File: src/rtl/mult_pkg.sv
// Shared widths, iteration count and FSM state type for the shift-add multiplier.
package mult_pkg;

  localparam int OP_W   = 8;
  localparam int PROD_W = 16;
  localparam int ITER   = 8;

  typedef enum logic [1:0] {
    IDLE = 2'd0,
    RUN  = 2'd1,
    DONE = 2'd2
  } state_t;

endpackage

File: src/rtl/adder_8.sv
// 8-bit ripple adder with carry in/out; the only adder in the multiplier datapath.
module adder_8
  import mult_pkg::*;
(
  input  logic [OP_W-1:0] x,
  input  logic [OP_W-1:0] y,
  input  logic            cin,
  output logic [OP_W-1:0] s,
  output logic            cout
);

  logic [OP_W:0] sum_full;

  assign sum_full = {1'b0, x} + {1'b0, y} + {{OP_W{1'b0}}, cin};
  assign s        = sum_full[OP_W-1:0];
  assign cout     = sum_full[OP_W];

endmodule

File: src/rtl/shift_add_mult_8.sv
// Sequential 8x8 unsigned multiplier: one conditional add and right shift per cycle,
// valid/ready handshakes on both sides, product held until retired.
module shift_add_mult_8
  import mult_pkg::*;
(
  input  logic                clk,
  input  logic                rst_n,
  input  logic                in_valid,
  output logic                in_ready,
  input  logic [OP_W-1:0]     a,
  input  logic [OP_W-1:0]     b,
  output logic                out_valid,
  input  logic                out_ready,
  output logic [PROD_W-1:0]   product
);

  state_t              state_reg;
  logic [2:0]          cnt_reg;
  logic [OP_W-1:0]     mcand_reg;
  logic [OP_W-1:0]     acc_hi_reg;
  logic [OP_W-1:0]     acc_lo_reg;
  logic [PROD_W-1:0]   product_reg;

  logic [OP_W-1:0]     addend;
  logic [OP_W-1:0]     sum;
  logic                carry;
  logic [PROD_W-1:0]   shifted;

  assign addend = acc_lo_reg[0] ? mcand_reg : '0;

  adder_8 u_adder (
    .x    (acc_hi_reg),
    .y    (addend),
    .cin  (1'b0),
    .s    (sum),
    .cout (carry)
  );

  // {carry,sum,acc_lo} >> 1: the carry lands in bit 15 so no overflow is lost
  assign shifted = {carry, sum, acc_lo_reg[OP_W-1:1]};

  always_ff @(posedge clk or negedge rst_n) begin
    if (!rst_n) begin
      state_reg   <= IDLE;
      cnt_reg     <= '0;
      mcand_reg   <= '0;
      acc_hi_reg  <= '0;
      acc_lo_reg  <= '0;
      product_reg <= '0;
    end else begin
      case (state_reg)
        IDLE: begin
          if (in_valid) begin
            mcand_reg  <= a;
            acc_hi_reg <= '0;
            acc_lo_reg <= b;
            cnt_reg    <= '0;
            state_reg  <= RUN;
          end
        end
        RUN: begin
          acc_hi_reg <= shifted[PROD_W-1:OP_W];
          acc_lo_reg <= shifted[OP_W-1:0];
          cnt_reg    <= cnt_reg + 3'd1;
          if (cnt_reg == 3'(ITER - 1)) begin
            product_reg <= shifted;
            state_reg   <= DONE;
          end
        end
        DONE: begin
          if (out_ready) begin
            state_reg <= IDLE;
          end
        end
        default: state_reg <= IDLE;
      endcase
    end
  end

  assign in_ready  = (state_reg == IDLE);
  assign out_valid = (state_reg == DONE);
  assign product   = product_reg;

endmodule

File: config.mk
export PLATFORM = sky130hd
export DESIGN_NAME = shift_add_mult_8
export DESIGN_NICKNAME = d
export VERILOG_FILES = /design/src/rtl/mult_pkg.sv /design/src/rtl/adder_8.sv /design/src/rtl/shift_add_mult_8.sv
export SDC_FILE = /design/constraint.sdc
export NUM_CORES = 1
export LEC_CHECK = 0
export ABC_AREA = 1
export CAP_MARGIN = 0
export CORE_MARGIN = 5
export CORE_UTILIZATION = 53
export DETAILED_ROUTE_END_ITERATION = 16
export PLACE_DENSITY = 0.79
export SETUP_SLACK_MARGIN = 0.02
export SLEW_MARGIN = 20
export SYNTH_ARGS = -nofsm -noshare
export SYNTH_HDL_FRONTEND = slang
export SYNTH_SLANG_ARGS = --single-unit
File: constraint.sdc
create_clock -name clk -period 2.1 [get_ports clk]
set_input_delay 0.63 -clock clk [delete_from_list [all_inputs] [get_ports clk]]
set_output_delay 0.63 -clock clk [all_outputs]
set_load 0.01 [all_outputs]
Word level (Yosys, flattened, before mapping)
Cells that the tools add are included.

Logic and storage cells: 31. Register bits: 45.

Eq/ne operators: 6. Add/sub/neg operators: 2. Reduce and logical (&&, ||, !) cells: 6. Muxes and demuxes: 11.

Operator list (count): one-hot mux 8 bit (2 select lines) (2); two-way mux 8 bit (3); adder 8 x 8 -> 9 bit (1); two-way mux 2 bit (3); one-hot mux 2 bit (3 select lines) (1); one-hot mux 3 bit (2 select lines) (1); AND reduction 2 bit (3); != test 2 bit (second input constant) (2); adder 3 x 1 -> 3 bit (second input constant) (1); == test 3 bit (second input constant) (1); two-way mux 3 bit (1); AND reduction 3 bit (1); == test 2 x 1 -> 1 bit (second input constant) (1); == test 2 bit (second input constant) (1); zero test 2 bit (1); != test 2 x 1 -> 1 bit (second input constant) (1); nonzero test 2 bit (1).

Logic depth before layout (Yosys ltp)
Gate-level depths: netlist (run 1).

Depth in word-level cells: 3. Mapped depth: 13. Mapped depth without buffers: 12.

By module
A second synthesis (run 1) with hierarchy kept.

Cell total of the unflattened synthesis: 288. Area total of the unflattened synthesis: 2314.7 um2.

By module, submodules not included: shift_add_mult_8 (area each 1930.6 um2, cells an instance 229, times used 1); adder_8 (area each 384.1 um2, cells an instance 59, times used 1).

Worst setup path before layout (run 1)
No wires, ideal clock.

Path type: reg-to-reg. Start point: register acc_lo_reg[0]. End point: register product_reg[15], in the netlist product[15]. Data arrival time: 1.674 ns. Period minus slack after synthesis: 1.790 ns. Stages on the path, launching flop included: 14. Required time: 1.984 ns. Buffers on the path: 1. Path slack: 0.310 ns. Cell sequence: dfrtp_1 -> clkbuf_1 -> nand2_1 -> inv_1 -> ha_1 -> fa_1 -> nand2_1 -> nand2_1 -> nand3_1 -> nand2_1 -> nand2_1 -> nand2_1 -> nand2_1 -> nand2_1.

Word-level cells in the longest chain between the ends: 2.

Ends and longest elaborated chain: start: declaration (RTL line shift_add_mult_8.sv:21) `logic [OP_W-1:0] acc_lo_reg;`; start signal: assignment (RTL line shift_add_mult_8.sv:63) `acc_lo_reg <= shifted[OP_W-1:0];`; two-way mux 8 bit (RTL line shift_add_mult_8.sv:29) `assign addend = acc_lo_reg[0] ? mcand_reg : '0;`; adder 8 x 8 -> 9 bit (RTL line adder_8.sv:14) `assign sum_full = {1'b0, x} + {1'b0, y} + {{OP_W{1'b0}}, cin};`; end signal: assignment (RTL line shift_add_mult_8.sv:66) `product_reg <= shifted;`; end: declaration (RTL line shift_add_mult_8.sv:22) `logic [PROD_W-1:0] product_reg;`.

Every way passes these cells. A chain may end at the register's enable or synchronous reset.

Worst setup path in the final report (run 1)
Start point: register state_reg[0]. End point: output in_ready.

Word-level cells in the longest chain between the ends: 1.

Ends and longest elaborated chain: start: declaration (RTL line shift_add_mult_8.sv:17) `state_t state_reg;`; start signal: assignment (RTL line shift_add_mult_8.sv:44) `state_reg <= IDLE;`; start signal: assignment (RTL line shift_add_mult_8.sv:58) `state_reg <= RUN;`; start signal: assignment (RTL line shift_add_mult_8.sv:67) `state_reg <= DONE;`; zero test 2 bit (RTL line shift_add_mult_8.sv:80) `assign in_ready = (state_reg == IDLE);`; end: declaration (RTL line shift_add_mult_8.sv:9) `output logic in_ready,`.

Every way passes these cells.

==> results of run 1 <==
## worst max-delay path by stage
stage                             start          end  depth (start not counted)
after detailed placement   state_reg[0]     in_ready                          3
after global routing      acc_lo_reg[0]  product[15]                         12
final                      state_reg[0]     in_ready                          3
after global placement     state_reg[0]     in_ready                          3
after floorplan           acc_lo_reg[0]  product[15]                         13
after CTS                  state_reg[0]     in_ready                          3
## timing repair
| item | in CTS | in global routing |
|---|---|---|
| gates resized for setup | 2 | 1 |
| gates cloned | 0 | 0 |
| endpoints found under the setup margin | 2 | 2 |
| setup buffers | 0 | 0 |
| hold buffers | 0 | 0 |
## metrics by stage
stage               utilization [%]  instances  hold slack (ns)  worst slack, ns
floorplan                         -        271            0.334            0.310
global placement               63.8        357            0.458            0.221
detailed placement             63.8        357            0.463            0.221
CTS                            65.8        364            0.306            0.155
global route                   65.8        364            0.337           0.0252
finish                         65.8        364            0.296            0.171
## worst reg2reg max path: cells and delay by family (launching register included)
family | cells | cell delay [ns]
adder cells (fa/ha/maj) | 2 | 0.59
AND/OR/NAND/NOR | 9 | 0.64
buffers and inverters | 1 | 0.04
flip-flops | 1 | 0.46
## Yosys cell counts (2+ instances only)
master	instances
nand2_1	100
dfrtp_1	45
inv_1	30
o21ai_0	17
ha_1	10
o21ai_2	10
buf_2	3
a21oi_1	3
nand3b_1	2
nor2_1	4
buf_6	2
inv_4	2
o211ai_1	2
nand3_1	24
a22o_1	2
or2_2	2
## cells by family after synthesis
kind of cell	after synthesis	synth area share, %
AOI/OAI and AO/OA	38	11.2
xor gates and xnor gates	1	0.382
and+or+nand+nor	135	25.1
adders and majority gates	11	6.33
buffers and inverters	41	7.96
DFF	45	49.1
## power breakdown
group	leakage, nW	switching (W)	total, W	internal (W)
clock network	0.0443	0.000276	0.000537	0.000261
registers	0.571	0.000199	0.00144	0.00124
logic	0.878	0.00113	0.00195	0.000821
total	1.49	0.00160	0.00393	0.00233
## layout make-up
type | count | area, um2
clock buffers | 7 | 86.3
well taps | 52 | 65.1
inverters | 33 | 129
repair buffers | 42 | 413
flip-flops and latches | 45 | 1130
fillers | 384 | 1460
multi-input cells | 185 | 986
## metal layers
metal,global-route usage (%),vias to the layer above,wire [um]
met5,0,-,0
met4,5.44,0,42
li1,-,943,-
met1,24.1,806,2190
met3,3.96,5,173
met2,30.2,31,2120
==> results.sh, run 1 <==
export IMPL_status="finished, final reports clean"
export IMPL_grt_pass1_vias=1797
export IMPL_layout_commonest_cell="nand2_1"
export IMPL_max_clock_freq_mhz=518
export IMPL_grt_pass1_wl_um=8020
export IMPL_grt_max_degree=28
export IMPL_numCtsBuffers=5
export IMPL_first_pass_iters=4
export IMPL_cts_buffer_depth=2
export IMPL_power_density_mw_per_mm2=1400
export IMPL_post_route_cell_area_mm2=0.00281
export IMPL_synth_seq_cells=45
export IMPL_clock_latency_ns=0.30
export IMPL_io_pins=38
export IMPL_synthFlopType="dfrtp_1"
export IMPL_final_cell_mix="nand2_1 (100), dfrtp_1 (44), clkdlybuf4s50_1 (34), inv_1 (30), nand3_1 (24)"
export IMPL_rr_worst_depth=12
export IMPL_p_total_w=0.00393
export IMPL_cpMaxStageDelayCell="dfrtp_1"
export IMPL_yosysSeqAreaShare_pct=49.1
export IMPL_setup_viol=0
export IMPL_critPathTopFamily="flip-flops"
export IMPL_place_hpwl_um=3380
export IMPL_clkTransAtPathRegs_ns=0.08
export IMPL_cts_sinks=45
export IMPL_drtAntennaViolNets=0
export IMPL_globalRouteOverflowTotal=0
export IMPL_cap_violations=0
export IMPL_fp_coreArea_mm2=0.00426
export IMPL_h_tree_depth=2
export IMPL_antenna_found_initial=0
export IMPL_fin_nets=343
export IMPL_synth_fp_nets=302
export IMPL_crit_buf_inv=2
export IMPL_synth_edf_count=0
export IMPL_worstPathMaxFanout=2
export IMPL_synth_largest_area_cell="dfrtp_1"
export IMPL_die_x_um=75.8
export IMPL_viasPerCell=4.90
export IMPL_hold_viol_final=0
export IMPL_rows=24
export IMPL_tightest_slew_ns=0.534
export IMPL_async_flop_share_pct=100
export IMPL_area_growth_pct=22.3
export IMPL_endpoint_kind="output pin"
export IMPL_drive_gt1_share_pct=10.3
export IMPL_slew_headroom_pct=64.4
export IMPL_skew_ns=0.00822
export IMPL_antenna_cells=0
export IMPL_avgSynthCellArea_um2=8.47
export IMPL_drc=0
export IMPL_finalWeightedCongestion=0.835
export IMPL_r2r_start="acc_lo_reg[0]"
export IMPL_critical_path_class="flop to output pin"
export IMPL_synth_distinct_cells=29
export IMPL_grt_usage_pct=18.3
export IMPL_initial_core_util_pct=53.8
export IMPL_largest_reg_flops=16
export IMPL_p_leak_nw=1.49
export IMPL_hold_class="input pin to async pin"
export IMPL_rsz0062_at_grt="false"
export IMPL_crit_required_ns=1.47
export IMPL_irDropWorstVdd_mv=0.653
export IMPL_root_buffer="clkbuf_8"
export IMPL_yosysWarnings=0
export IMPL_totalWireLength_um=4520
export IMPL_num_vias=1785
export IMPL_syn_area_mm2=0.00229
export IMPL_die_h_um=75.8
export IMPL_arrival_ns=1.30
export IMPL_syn_inst=271
export IMPL_cts_tree="yes"
export IMPL_dpl_instance_area_mm2=0.00272
export IMPL_maxSlewViolCount=0
export IMPL_ff2ff_setup_slack_ns=0.27
export IMPL_worstReg2RegEnd="product[15]"
export IMPL_start_kind="flop"
export IMPL_path_cells="or2_2 > inv_4 > dlygate4sd2_1"
export IMPL_wire_per_inst_um=12.4
export IMPL_fin_crit_sh_pct=91.8
export IMPL_period_minus_slack_ns=1.93
export IMPL_port_buffers=37
export IMPL_synth_top_area_share_pct=49.1
export IMPL_tns_ns=0
export IMPL_synth_area_leaders="dfrtp_1 (49%), nand2_1 (16%), ha_1 (5.5%)"
export IMPL_dr_first_iter_drc_count=98
export IMPL_max_stage_delay_ns=0.38
export IMPL_die_area_mm2=0.00575
No activity file was read; power rests on OpenSTA's default activity.
==> run 2: changes to the inputs <==
- CORE_UTILIZATION: 53 -> 48
- PLACE_DENSITY: 0.79 -> 0.76
- clock period: 2.1 -> 1.7 ns (I/O delays scaled with it)
==> run 2 against run 1 <==
Against the previous run:
- the flow now finishes with violations (setup timing)
- clock power is 18% higher
- sequential share of layout area is 1.9 points lower
- critical path type is now flop to flop
- first-iteration DRC count is 15% lower
- worst hold slack worse by 0.16 ns
- power is 30% higher
==> results.sh, run 2 (synthesized netlist as in run 1, its figures left out) <==
export IMPL_status="finished with violations"
export IMPL_violations="setup timing"
export IMPL_rows=25
export IMPL_fin_nets=348
export IMPL_grt_pass1_vias=1852
export IMPL_clkTransAtPathRegs_ns=0.08
export IMPL_layout_commonest_cell="nand2_1"
export IMPL_arrival_ns=1.96
export IMPL_power_switching_w=0.00214
export IMPL_largest_reg_flops=16
export IMPL_maxSlewViolCount=0
export IMPL_num_vias=1838
export IMPL_drtAntennaViolNets=0
export IMPL_numCtsBuffers=5
export IMPL_rsz0062_at_grt="true"
export IMPL_crit_path_frequent_cell="nand2_2"
export IMPL_slew_headroom_pct=71.8
export IMPL_cts_buffer_depth=2
export IMPL_cpMaxStageDelayCell="dfrtp_1"
export IMPL_wire_per_inst_um=12.8
export IMPL_tightest_slew_ns=0.423
export IMPL_crit_buf_inv=1
export IMPL_dpl_instance_area_mm2=0.00277
export IMPL_worstPathMaxFanout=5
export IMPL_max_clock_freq_mhz=564
export IMPL_hold_buffers=0
export IMPL_viasPerCell=4.94
export IMPL_power_density_mw_per_mm2=1740
export IMPL_cts_sinks=45
export IMPL_max_stage_delay_ns=0.42
export IMPL_final_cell_mix="nand2_1 (94), dfrtp_1 (45), inv_1 (29), nand3_1 (19), clkdlybuf4s50_1 (18)"
export IMPL_hold_class="input pin to async pin"
export IMPL_grt_max_degree=29
export IMPL_hold_viol_final=0
export IMPL_path_cells="nand2_1 > inv_2 > ha_4 > fa_2 > nand2_2 > nand2_2 > nand3_2 > nand2_2 > nand2_2 > nand2_2 > nand2_1 > nand2_1"
export IMPL_fp_coreArea_mm2=0.00469
export IMPL_first_pass_iters=4
export IMPL_start_kind="flop"
export IMPL_power_frac_comb_pct=52.7
export IMPL_finalWeightedCongestion=0.841
export IMPL_fin_ws_ns=-0.0719
export IMPL_p_int_w=0.00297
export IMPL_antenna_found_initial=0
export IMPL_drc=0
export IMPL_totalWireLength_um=4770
export IMPL_irDropWorstVdd_mv=0.894
export IMPL_die_h_um=79.1
export IMPL_die_x_um=79.1
export IMPL_post_route_cell_area_mm2=0.00295
export IMPL_p_total_w=0.00511
export IMPL_endpoint_kind="flop"
export IMPL_crit_required_ns=1.89
export IMPL_sw_frac_of_total_pct=41.9
export IMPL_period_minus_slack_ns=1.77
export IMPL_cts_tree="yes"
export IMPL_dr_first_iter_drc_count=83
export IMPL_clock_latency_ns=0.29
export IMPL_cap_violations=0
export IMPL_die_area_mm2=0.00626
export IMPL_grt_usage_pct=16.5
export IMPL_area_growth_pct=28.4
export IMPL_root_buffer="clkbuf_8"
export IMPL_seqPwrFrac_pct=34.9
export IMPL_skew_ns=0.00419
export IMPL_drive_gt1_share_pct=18.2
export IMPL_clkPwrFrac_pct=12.4
export IMPL_critical_path_class="flop to flop"
export IMPL_grt_pass1_wl_um=8260
export IMPL_fin_crit_sh_pct=104
export IMPL_p_leak_nw=1.56
export IMPL_critPathTopFamily="simple AND/OR/NAND/NOR gates"
export IMPL_port_buffers=37
export IMPL_io_pins=38
export IMPL_antenna_cells=0
export IMPL_place_hpwl_um=3310
export IMPL_globalRouteOverflowTotal=0
export IMPL_initial_core_util_pct=48.9
export IMPL_h_tree_depth=2
export IMPL_tns_ns=-0.276
export IMPL_setup_viol=6
## run 2: cell count changes in the layout (fill, tap and decap cells not counted), sizes merged
| cell | previous run | this run |
|---|---|---|
| clkinvlp | 0 | 1 |
| dlygate4sd2 | 2 | 16 |
| clkdlybuf4s50 | 34 | 18 |
| buf | 6 | 13 |
## run 2: worst paths after layout
| path | start | endpoint | slack (ns) | cells after the start |
|---|---|---|---|---|
| worst max-delay path | acc_lo_reg[0] | acc_hi_reg[7] | -0.07 | 12 |
| worst min-delay path | rst_n | acc_lo_reg[7] | 0.14 | 1 |
| worst max register to register | acc_lo_reg[0] | acc_hi_reg[7] | -0.07 | 12 |
| worst min register to register | product[13] | product[13] | 0.48 | 2 |
| max in group asynchronous | rst_n | acc_hi_reg[5] | 1.07 | 2 |
| min in group clk | product[13] | product[13] | 0.48 | 2 |
## run 2: power by group through the flow
stage / clock (W) / sequential, W / combinational [W]
floorplan: 0 / 0.00182 / 0.00164
global placement: 0 / 0.00176 / 0.00244
detailed placement: 0 / 0.00179 / 0.00252
CTS: 0.000652 / 0.00177 / 0.00250
global route: 0.000696 / 0.00184 / 0.00304
finish: 0.000634 / 0.00178 / 0.00269
## run 2: what timing repair did
action / in CTS / in global routing
endpoints found under the setup margin: 24 / 12
cloned: 0 / 0
buffers inserted: 0 / 0
gates resized for setup: 31 / 15
pin swaps: 3 / 7
## run 2: area by class of cell
cell class              count  area (um2)
clock buffers               7        76.3
clock inverters             1        7.51
fillers                   395        1750
inverters                  33         129
multi-input cells         185        1120
flip-flops and latches     45        1130
well taps                  54        67.6
repair buffers             47         423
## run 2: metrics by stage
stage | util (%) | instances | hold WS, ns | setup slack, ns
after global routing | 62.8 | 372 | 0.177 | -0.184
after global placement | 59.0 | 364 | 0.456 | -0.0661
after CTS | 61.0 | 372 | 0.151 | 0.00975
after floorplan | - | 271 | 0.214 | -0.00235
final | 62.8 | 372 | 0.137 | -0.0719
after detailed placement | 59.0 | 364 | 0.462 | -0.0806
## run 2: layer usage
metal / track usage [%] / wire length [um] / vias up
met1: 20.9 / 2220 / 842
met2: 28.1 / 2260 / 37
li1: - / - / 952
met4: 5.15 / 85 / 0
met5: 0 / 0 / -
met3: 3.63 / 208 / 7
==> RTL change 1 (settings of run 1) <==
Reset style: synchronous (`rst_n`), changed in one clocked block.
--- a/src/rtl/shift_add_mult_8.sv
+++ b/src/rtl/shift_add_mult_8.sv
@@ -39,7 +39,7 @@
   // {carry,sum,acc_lo} >> 1: the carry lands in bit 15 so no overflow is lost
   assign shifted = {carry, sum, acc_lo_reg[OP_W-1:1]};
 
-  always_ff @(posedge clk or negedge rst_n) begin
+  always_ff @(posedge clk) begin
     if (!rst_n) begin
       state_reg   <= IDLE;
       cnt_reg     <= '0;
Function: differs if rst_n is asserted again (counterexample within 4 cycles, from zero or initial values and one cycle with rst_n low); with rst_n held inactive, the same outputs for 4 cycles.
==> RTL change 1 against run 1 <==
- area after synthesis shrank 0.87%
- die area shrank 0.76%
- critical path depth is the same
- wire length grew 1.2%
- sequential cell count is the same
- via count grew 8.9%
- cell area shrank 3.2%
- setup slack lost 0.063 ns
- critical endpoint is now out_valid
- highest routed layer unchanged
Power is not compared: it rests on default switching activity, and its combinational part moved more than twofold at a synthesized area within 25%.
==> RTL change 1: results (changes against run 1) <==
- The fraction of layout instances using a drive strength above 1 came to 0.1040 (was 0.1026).
- Outcome: finished, final reports clean (unchanged)
* Top cells by count, synth: nand2_1 (81), dfxtp_1 (45), inv_1 (39) (was nand2_1 (100), dfrtp_1 (45), inv_1 (30))
- Predominant post-synthesis flop cell: dfxtp_1 (was dfrtp_1)
- The DRC violation total after the first TritonRoute iteration came to 110 (was 98).
* Buffer count from post-CTS setup fixing: 0 (unchanged)
- Share of synthesized area occupied by flip-flops and latches: 0.3960 (was 0.4907)
- The cell area reported after detailed placement was 2630 um^2 (was 2721 um^2).
- The length in cells of the worst reg-to-reg path is 10 (was 12).
- Max transition margin: 0.6847 (was 0.6443)
- The kind of cell with the highest combined delay on the critical path was buffers and inverters (was flip-flops).
* FFs w/ async S/R, synth: 0 (was 1.000)
- Met2 usage: 0.2752 (was 0.3023)
- The number of fillers in the final layout is 367 (was 384).
- The average detailed-routed wire length per instance is 11.55 um (was 12.41 um).
* Total global-route track usage: 0.1775 (was 0.1830)
* Via count of the routed design: 1943 (was 1785)
- Post-synthesis net count: 341 (was 302)
* Slowest stage cell on the critical path: clkdlybuf4s50_1 (was dfrtp_1)
- The reg-to-reg endpoint is acc_hi_reg[3] (was product[15]).
- Crit path DAT: 1.36 ns (was 1.30 ns)
- Largest cells by area after synthesis: dfxtp_1 (40%), nand2_1 (13%), a21oi_1 (6.6%) (was dfrtp_1 (49%), nand2_1 (16%), ha_1 (5.5%)).
- The global-route track usage on met1 was 0.2453 (was 0.2414).
- The number of global-route vias before repair was 1821 (was 1797).
- Largest net degree at the start of global routing: 27 (was 28)
- The final-stage net count is 376 (was 343).
* DPL Wire Length: 3362 um (was 3379 um)
- The met3 layer usage reported by global route was 0.04354 (was 0.03958).
- Launching point of the worst reg2reg path: acc_lo_reg[0] (unchanged)
- The class of the tightest hold or removal check is flop to flop (was primary input to async pin).
- Gpl congestion: 0.8534 (was 0.8349)
* Max Clock Skew: 0.007845 ns (was 0.008222 ns)
- Longest individual stage delay on the worst path: 0.56 ns (was 0.38 ns)
[RTL change 1: cell count changes after synthesis, sizes merged, moves of 2 or more]
cell,run 1,this run
a21oi,3,37
a22o,2,0
buf,6,9
clkbuf,2,4
dfrtp,45,0
dfxtp,0,45
inv,33,43
nand2,102,90
nand3,24,8
nor2,5,26
o21a,0,2
o21ai,29,27
o21bai,0,3
xor2,0,2
[RTL change 1: worst min-delay path: cells and delay by family, from the launching register on]
family           cells  cell delay [ns]
AO/OA/AOI/OAI        1             0.05
flip-flops           1             0.31
AND/OR/NAND/NOR      1             0.06
[RTL change 1: kinds of logic (layout without fill, tap and decap cells)]
| family | count (synthesis) | count (layout) | synth area share |
|---|---|---|---|
| AOI/OAI and AO/OA | 70 | 70 | 0.1722 |
| buffers and inverters | 56 | 92 | 0.1194 |
| and+or+nand+nor | 126 | 126 | 0.2409 |
| adders and majority gates | 11 | 11 | 0.06381 |
| DFF | 45 | 45 | 0.3960 |
| xor gates and xnor gates | 2 | 2 | 0.007702 |
[RTL change 1: per-layer routing]
layer,share of wire,wire [um]
met1,0.48,2198
met2,0.46,2105
met3,0.048,220
met4,0.010,48
met5,0,0
[RTL change 1: final cells by class]
cell class	instances	area, um^2	area share
clock inverters	3	17.52	0.006449
inverters	43	163.9	0.06034
multi-input cells	209	1102	0.4058
clock buffers	5	68.82	0.02533
repair buffers	41	400.4	0.1474
well taps	50	62.56	0.02303
flip-flops and latches	45	900.9	0.3316
[RTL change 1: power groups by stage]
| stage | clock network [mW] | logic [mW] | registers (mW) |
|---|---|---|---|
| floorplan | 0 | 0.139 | 0.923 |
| global placement | 0 | 0.188 | 0.931 |
| detailed placement | 0 | 0.191 | 0.931 |
| CTS | 0.534 | 0.193 | 0.911 |
| global route | 0.574 | 0.218 | 0.916 |
| finish | 0.515 | 0.192 | 0.911 |
[RTL change 1: stage by stage]
| step | setup WS [ns] | cells | hold slack, ns |
|---|---|---|---|
| 4_1_cts | 0.09442 | 396 | 0.4652 |
| 5_1_grt | 0.02079 | 396 | 0.4811 |
| 2_1_floorplan | 0.3227 | 310 | 0.4391 |
| 6_report | 0.1087 | 396 | 0.4638 |
| 3_3_place_gp | 0.2266 | 388 | 0.4516 |
| 3_5_place_dp | 0.1704 | 388 | 0.4545 |
[RTL change 1: how the worst max path moves through the flow]
stage                  startpoint            end  cells after the start
finish               state_reg[1]      out_valid                      3
global route         state_reg[0]       in_ready                      4
CTS                  state_reg[1]      out_valid                      3
detailed placement       in_valid  acc_lo_reg[1]                      6
global placement         in_valid  acc_lo_reg[5]                      6
floorplan           acc_lo_reg[0]    product[15]                     13
==> RTL change 2 (settings of run 1) <==
Made on the original files. The 3 states of `state_t` get a one-hot encoding in 3 bits.
--- a/src/rtl/mult_pkg.sv
+++ b/src/rtl/mult_pkg.sv
@@ -5,10 +5,10 @@
   localparam int PROD_W = 16;
   localparam int ITER   = 8;
 
-  typedef enum logic [1:0] {
-    IDLE = 2'd0,
-    RUN  = 2'd1,
-    DONE = 2'd2
+  typedef enum logic [2:0] {
+    IDLE = 3'b001,
+    RUN  = 3'b010,
+    DONE = 3'b100
   } state_t;
 
 endpackage
Function: same outputs for any inputs over 4 cycles, from zero or initial values and one cycle with rst_n low; so few cycles prove little.
==> RTL change 2 against run 1 <==
- first-iteration DRC count up 41%
- fmax down 1.8%
- wire length up 0.18%
- die area down 0.33%
- area after synthesis down 0.38%
- setup slack worse by 0.036 ns
- cell area up 0.58%
- clock power up 25%
- count of clock-buffer cells in the layout down 2
- sequential cell count up 1
- power down 19%
- critical endpoint unchanged
- highest routed layer unchanged
==> RTL change 2: results (changes against run 1) <==
- The maximum level of the CTS H-tree is 2 (unchanged).
- Power consumed by sequential cells: 1.30 mW (was 1.44 mW)
* Number of flip-flops under the largest register name: 16 (unchanged)
- The async set-reset flop share out of synthesis was 1.000 (unchanged).
- The internal power summed over all cells is 1.964 mW (was 2.325 mW).
* Crit path launch: state_reg[0] (unchanged)
- Post-layout net count: 347 (was 343)
* Fraction of final layout cells sized beyond drive strength 1: 0.08833 (was 0.1026)
* Largest voltage drop on the vdd net: 855.0 uV (was 652.8 uV)
- Final worst setup slack: 0.1350 ns (was 0.1712 ns)
- The worst-case setup slack after placement came to 0.08847 ns (was 0.2209 ns).
* R2R Setup Slk: 0.26 ns
- The weighted congestion reported at the end of routability-driven placement was 0.8197 (was 0.8349).
- Met2 usage: 0.2991 (was 0.3023)
- Pwr/cell area: 1124 nW/um^2 (was 1399 nW/um^2)
* Power dissipated in the clock network: 0.670 mW (was 0.537 mW)
- The number of vias after detailed routing came to 1881 (was 1785).
* Latest clock arrival within the worst-skew pair: 0.31 ns
* DRT Wirelength: 4527 um (was 4519 um)
* Initial antenna violation count: 0 (unchanged)
- The worst clock skew came to 0.01144 ns (was 0.008222 ns).
- The length in cells of the worst reg-to-reg path is 12 (unchanged).
- Outcome: finished, final reports clean (unchanged).
- The reg-to-reg endpoint was acc_hi_reg[7] (was product[15]).
* Worst min path class: primary input to async pin (unchanged)
* Instance count after placement with tap cells included: 357 (unchanged)
* Vias in the first global route: 1765 (was 1797)
- The leakage power is 1.520 nW (was 1.493 nW).
* Post-synthesis net count: 305 (was 302)
- Number of buffers inserted during clock tree synthesis: 5 (unchanged)
- The footprint of the multi-input gates is 962.2 um^2 (was 985.9 um^2).
* Hold WS: 0.3927 ns (was 0.2964 ns)
- Top cells by count, synth: nand2_1 (103), dfrtp_1 (45), inv_1 (32) (was nand2_1 (100), dfrtp_1 (45), inv_1 (30))
* Largest cells by area after synthesis: dfrtp_1 (49%), nand2_1 (17%), ha_1 (5.5%) (was dfrtp_1 (49%), nand2_1 (16%), ha_1 (5.5%))
* Largest net degree at the start of global routing: 47 (was 28)
- The critical path arrival is 1.34 ns (was 1.30 ns).
- Number of fill cells: 345 (was 384)
- The largest stage delay on the critical path is 0.54 ns (was 0.38 ns).
* Syn Inst Count: 274 (was 271)
- The via count normalized by instance count came to 5.125 (was 4.904).
* Total cell area at the placement stage: 2695 um^2 (was 2721 um^2)
- Critical Path Sink: in_ready (unchanged)
- Total global-route track usage: 0.1853 (was 0.1830)
- The DRC violation total after the first TritonRoute iteration came to 138 (was 98).
- The post-synthesis cell type count is 27 (was 29).
* Slowest stage cell on the critical path: dfstp_2 (was dfrtp_1)
- Share of synthesized area occupied by flip-flops and latches: 0.5041 (was 0.4907)
- Antenna cells: 0 (unchanged)
* First-pass GRT wire length: 7969 um (was 8024 um)
- The global-route track usage on met1 was 0.2432 (was 0.2414).
- DPL Wire Length: 3214 um (was 3379 um)
- The maximum net fanout on the critical path is 4 (was 2).
- Least-Margin Pin Slew: 0.7102 ns (was 0.5335 ns)
==> RTL change 2: metal layers <==
| metal | share of wire | wire (um) |
|---|---|---|
| met1 | 0.46 | 2078 |
| met2 | 0.46 | 2096 |
| met3 | 0.059 | 269 |
| met4 | 0.018 | 82 |
| met5 | 0 | 0 |
==> RTL change 2: cell families after synthesis <==
group	Yosys count	synth area share
AOI/OAI and AO/OA	35	0.08703
xor gates and xnor gates	1	0.003832
adders and majority gates	11	0.06349
buffers and inverters	42	0.07718
DFF	46	0.5041
and+or+nand+nor	139	0.2644
==> RTL change 2: final cells by class <==
cell class	count	area share
multi-input combinational	186	0.3409
clock inverter	3	0.01551
timing repair buffer	43	0.1432
inverter	34	0.04521
tap	50	0.02216
clock buffer	5	0.02438
sequential	46	0.4087
==> RTL change 2: timing repair <==
action                     4_1_cts  5_1_grt
setup endpoints to repair        2        4
buffers inserted                 0        2
gates resized for setup          3        3
pin swaps                        0        1
hold buffers                     0        0
